`src/rtl/if_fetch_queue_pkg.sv`:
```
// Shared constants for the instruction-fetch front end.
package if_fetch_queue_pkg;

  localparam int unsigned DEFAULT_WORD_LEN = 32;
  localparam int unsigned PC_INCR          = 4;
  localparam logic [DEFAULT_WORD_LEN-1:0] NOP_INST = '0;

endpackage

```
`src/rtl/if_inst_fifo.sv`:
```
// Synchronous FIFO holding {instruction, pc} entries for the fetch queue.
// Clear has priority over push and pop; the head is read combinationally.
module if_inst_fifo #(
  parameter int unsigned DATA_W = 64,
  parameter int unsigned DEPTH  = 4,
  localparam int unsigned AW    = $clog2(DEPTH),
  localparam int unsigned CW    = AW + 1
) (
  input  logic              clk,
  input  logic              rst_n,
  input  logic              push,
  input  logic [DATA_W-1:0] push_data,
  input  logic              pop,
  input  logic              clear,
  output logic [DATA_W-1:0] head_data,
  output logic [CW-1:0]     count,
  output logic              empty
);

  logic [DATA_W-1:0] mem [DEPTH];
  logic [AW-1:0]     wr_ptr;
  logic [AW-1:0]     rd_ptr;

  // NOTE: storage is deliberately not reset; count alone decides which entries are valid.
  always_ff @(posedge clk) begin
    if (push && !clear) mem[wr_ptr] <= push_data;
  end

  always_ff @(posedge clk or negedge rst_n) begin
    if (!rst_n) begin
      wr_ptr <= '0;
      rd_ptr <= '0;
      count  <= '0;
    end else if (clear) begin
      wr_ptr <= '0;
      rd_ptr <= '0;
      count  <= '0;
    end else begin
      if (push) wr_ptr <= wr_ptr + AW'(1);
      if (pop)  rd_ptr <= rd_ptr + AW'(1);
      count <= count + CW'(push) - CW'(pop);
    end
  end

  assign head_data = mem[rd_ptr];
  assign empty     = (count == '0);

endmodule

```
`src/rtl/if_fetch_queue.sv`:
```
// Instruction fetch front end: credit-limited pipelined imem requests,
// in-order response buffering, decode hazard hold and branch flush.
module if_fetch_queue
  import if_fetch_queue_pkg::*;
#(
  parameter int unsigned          WORD_LEN    = DEFAULT_WORD_LEN,
  parameter int unsigned          QUEUE_DEPTH = 4,
  parameter logic [WORD_LEN-1:0]  RESET_PC    = '0
) (
  input  logic                clk,
  input  logic                rst,
  output logic                imem_req,
  output logic [WORD_LEN-1:0] imem_addr,
  input  logic                imem_gnt,
  input  logic                imem_rvalid,
  input  logic [WORD_LEN-1:0] imem_rdata,
  input  logic                hazard_detected,
  input  logic                br_taken,
  input  logic [WORD_LEN-1:0] br_target,
  output logic                inst_valid,
  output logic [WORD_LEN-1:0] instruction,
  output logic [WORD_LEN-1:0] pc_out
);

  localparam int unsigned CW = $clog2(QUEUE_DEPTH) + 1;

  logic [WORD_LEN-1:0]   fetch_pc;
  logic [WORD_LEN-1:0]   resp_pc;
  logic [CW-1:0]         outstanding;
  logic [CW-1:0]         discard_cnt;
  logic [CW-1:0]         fifo_count;
  logic                  fifo_empty;
  logic [2*WORD_LEN-1:0] head_data;
  logic [CW:0]           credits_used;
  logic                  accept;
  logic                  drop;
  logic                  push;
  logic                  pop;

  // In-flight requests reserve a queue slot, so a returning word always fits.
  assign credits_used = {1'b0, fifo_count} + {1'b0, outstanding};
  assign imem_req     = rst & ~br_taken & (credits_used < (CW+1)'(QUEUE_DEPTH));
  assign imem_addr    = fetch_pc;
  assign accept       = imem_req & imem_gnt;

  assign drop = imem_rvalid & (discard_cnt != '0);
  assign push = imem_rvalid & ~drop & ~br_taken;
  assign pop  = inst_valid & ~hazard_detected & ~br_taken;

  always_ff @(posedge clk or negedge rst) begin
    if (!rst) begin
      fetch_pc    <= RESET_PC;
      resp_pc     <= RESET_PC;
      outstanding <= '0;
      discard_cnt <= '0;
    end else if (br_taken) begin
      fetch_pc    <= br_target;
      resp_pc     <= br_target;
      outstanding <= outstanding - CW'(imem_rvalid);
      // Every word still in flight is stale; earlier discards are a subset of these.
      discard_cnt <= outstanding - CW'(imem_rvalid);
    end else begin
      if (accept) fetch_pc <= fetch_pc + WORD_LEN'(PC_INCR);
      outstanding <= outstanding + CW'(accept) - CW'(imem_rvalid);
      if (drop) discard_cnt <= discard_cnt - CW'(1);
      if (push) resp_pc <= resp_pc + WORD_LEN'(PC_INCR);
    end
  end

  if_inst_fifo #(
    .DATA_W (2 * WORD_LEN),
    .DEPTH  (QUEUE_DEPTH)
  ) u_fifo (
    .clk       (clk),
    .rst_n     (rst),
    .push      (push),
    .push_data ({imem_rdata, resp_pc}),
    .pop       (pop),
    .clear     (br_taken),
    .head_data (head_data),
    .count     (fifo_count),
    .empty     (fifo_empty)
  );

  assign inst_valid  = ~fifo_empty;
  assign instruction = inst_valid ? head_data[2*WORD_LEN-1:WORD_LEN] : WORD_LEN'(NOP_INST);
  assign pc_out      = inst_valid ? head_data[WORD_LEN-1:0] : '0;

endmodule

```
`config.mk`:
```
export PLATFORM = sky130hd
export DESIGN_NAME = if_fetch_queue
export DESIGN_NICKNAME = d
export VERILOG_FILES = /design/src/rtl/if_fetch_queue_pkg.sv /design/src/rtl/if_inst_fifo.sv /design/src/rtl/if_fetch_queue.sv
export SDC_FILE = /design/constraint.sdc
export NUM_CORES = 1
export LEC_CHECK = 0
export ABC_AREA = 1
export BUFFER_PORTS_ARGS = -buffer_cell sky130_fd_sc_hd__buf_2
export CAP_MARGIN = 20
export CORE_ASPECT_RATIO = 1.25
export CORE_UTILIZATION = 40
export DETAILED_ROUTE_END_ITERATION = 8
export SYNTH_ARGS = -nofsm -noshare
export SYNTH_HDL_FRONTEND = slang
export SYNTH_SLANG_ARGS = --single-unit
```
`constraint.sdc`:
```
create_clock -name clk -period 4.98 [get_ports clk]
set_input_delay 0.996 -clock clk [delete_from_list [all_inputs] [get_ports clk]]
set_output_delay 0.996 -clock clk [all_outputs]
set_load 0.02 [all_outputs]
```
==> metrics.txt <==
status=complete, no violations; Psw=3.02 mW; critical path class=reg2out; row count=78; Routed WL=37500 um; via count of the first global-routing pass=10800; IO Pins=168; area of the multi-input gates=0.00479 mm^2; post-synthesis cell count=1510; Logic pwr share=0.289; final setup TNS=0 ns; Antenna diodes=0; Clk pwr share=0.286; Die Span X=175 um; Vias=11100; drt via density=5.13; average size of a mapped cell=9.94 um^2; clk slew on worst S/H paths=0.06 ns; final period utilization=0.752; root buf cell=clkbuf_16; Synth Register Bits=333; Synth Area in XOR/XNOR=0.0152; Synth Cell Area=0.0150 mm^2; Initial Utilization=0.410; Bufs on Longest Clock Path=3; initial antenna violation count=0; PD cells=476 mW/mm^2; # setup viols final=0; clock sinks=333; Compound-Gate Fraction of Synth Area=0.0886; Max Cap Violations=0; syn_nets=1598; Worst VDD drop=234 uV; sw frac=0.364; LEAKAGE=6.91 nW; gp weighted congestion=0.899; worst min path class=reg2reg; Max Freq=267 MHz; worst skew pair latency=0.53 ns; Synth Area in Simple Gates=0.197; Tmin final=3.75 ns; Critical Path RT=3.98 ns; post-route ant nets=0; WP data arrival=2.75 ns; sequential element share of the synthesized area=0.641; worst-path fanout max=95; main combinational cell family by area after synthesis=simple AND/OR/NAND/NOR gates; mux cell area share after synthesis=0; CTS Buf Count=35; first-pass GRT wire length=59100 um; post_cts resized=0; post-layout util=0.475; layout cells sized above 1=0.153; CP endpoint kind=output port; Hold Vio Cnt, Final=0; overall power=8.28 mW; CTS tree=yes; Synth warnings=0; adder-cell share of the synthesized area=0.0160; grt ovf=0; DR iter-0 viols=689; largest net degree at the start of global routing=96; Critical Path Source Type=register; post-CTS setup buffers=0; number of remaining DRC errors=0; Synth cell types=40; fillers=3417; max-slew violations=0; GRT Resource Usage Total=0.199; Worst Skew=0.0200 ns; fin nets=1754; most frequent cells in the layout=338 x nor2_1, 269 x nand2_1, 256 x edfxtp_1; htree depth=2; internal power=5.26 mW; Reg power frac=0.424; drt wl/cell=17.3 um; most common cell after layout, fill and taps aside=nor2_1; Slew Limit Headroom=0.438; hold buffers post-CTS=0; synthesis-to-finish area growth=15.9%; DP Wirelength=23400 um; First-pass DRT Iterations=5; Die Span Y=219 um; core footprint=0.0366 mm^2; Worst-Margin Slew=0.843 ns; I/O Buffers=167; Storage cell area=0.00962 mm^2; DIE AREA=0.0383 mm^2; RSZ-0062 raised after global routing=no
## final cells by class
| type | count | area share |
|---|---|---|
| inverter | 87 | 0.0188 |
| multi-input combinational | 1024 | 0.275 |
| clock inverter | 14 | 0.00575 |
| tap | 480 | 0.0345 |
| clock buffer | 47 | 0.0529 |
| sequential | 333 | 0.553 |
| timing repair buffer | 185 | 0.0596 |
## registers in the layout, summed over array words and instances (netlist names)
name / flops
u_fifo.mem: 256
discard_cnt: 3
imem_addr: 32
u_fifo.rd_ptr: 2
u_fifo.count: 3
outstanding: 3
resp_pc: 32
u_fifo.wr_ptr: 2
## Yosys cell counts, drive strengths merged
library cell    n  area share
o221ai          2      0.0012
buf            41       0.014
and2            2     0.00083
o31ai           1     0.00050
nor3b           1     0.00050
dfrtp          77        0.13
a21o            1     0.00050
clkbuf         25      0.0063
or2             4      0.0017
fa              2      0.0027
nor3            8      0.0030
o211ai         13      0.0065
xor2           17      0.0099
nand3b          5      0.0028
and3            1     0.00042
nand4           8      0.0033
ha             16       0.013
o21ai         155       0.052
a31oi           3      0.0013
edfxtp        256        0.51
a21oi          78       0.026
nor2          349       0.089
clkinv          3     0.00083
xnor2           9      0.0053
nand3          75       0.026
nand2         272       0.069
inv            84       0.021
o21bai          2      0.0010
## stage by stage
stage / instances / setup slack, ns / hold WS, ns / instance area, um^2
floorplan: 1510 / 0.299 / 0.476 / 15000
global placement: 2109 / 1.69 / 0.451 / 16400
detailed placement: 2109 / 1.60 / 0.459 / 16400
CTS: 2170 / 1.21 / 0.473 / 17400
global route: 2170 / 1.06 / 0.507 / 17400
finish: 2170 / 1.23 / 0.465 / 17400
## per-layer routing
metal	up-vias	GRT usage	wire, um
li1	5419	-	-
met5	-	0	0
met4	0	0.0829	1330
met2	315	0.336	18000
met3	75	0.0301	1910
met1	5328	0.254	16300
## worst paths after layout
| path | end | slack, ns | start | depth (start not counted) |
|---|---|---|---|---|
| setup / recovery | pc_out[15] | 1.23 | u_fifo.rd_ptr[0] | 5 |
| hold / removal | imem_addr[1] | 0.47 | imem_addr[1] | 2 |
| setup reg to reg | u_fifo.mem[2][9] | 2.13 | discard_cnt[0] | 8 |
| hold reg to reg | imem_addr[1] | 0.47 | imem_addr[1] | 2 |
| max in group asynchronous | u_fifo.count[1] | 3.38 | rst | 3 |
| min in group asynchronous | resp_pc[26] | 0.64 | rst | 2 |
## critical path, cell delays in order (launching register included)
cell     delay (ns)
dfrtp_4        0.64
inv_2          0.47
buf_12         0.38
o21ai_0        0.16
a21oi_1        0.29
buf_2          0.23
## cell families after synthesis
logic type | after synthesis
XOR/XNOR | 26
adder cells (fa/ha/maj) | 18
buffers and inverters | 153
flip-flops | 333
AND/OR/NAND/NOR | 725
AO/OA/AOI/OAI | 255
## power by group through the flow
stage	clock [mW]	combinational, mW	sequential [mW]
global placement	0	2.39	3.56
floorplan	0	1.61	3.51
finish	2.37	2.39	3.51
detailed placement	0	2.42	3.57
CTS	2.44	2.43	3.51
global route	2.54	2.67	3.55
Note: power is estimated with default switching activity, not from simulation.
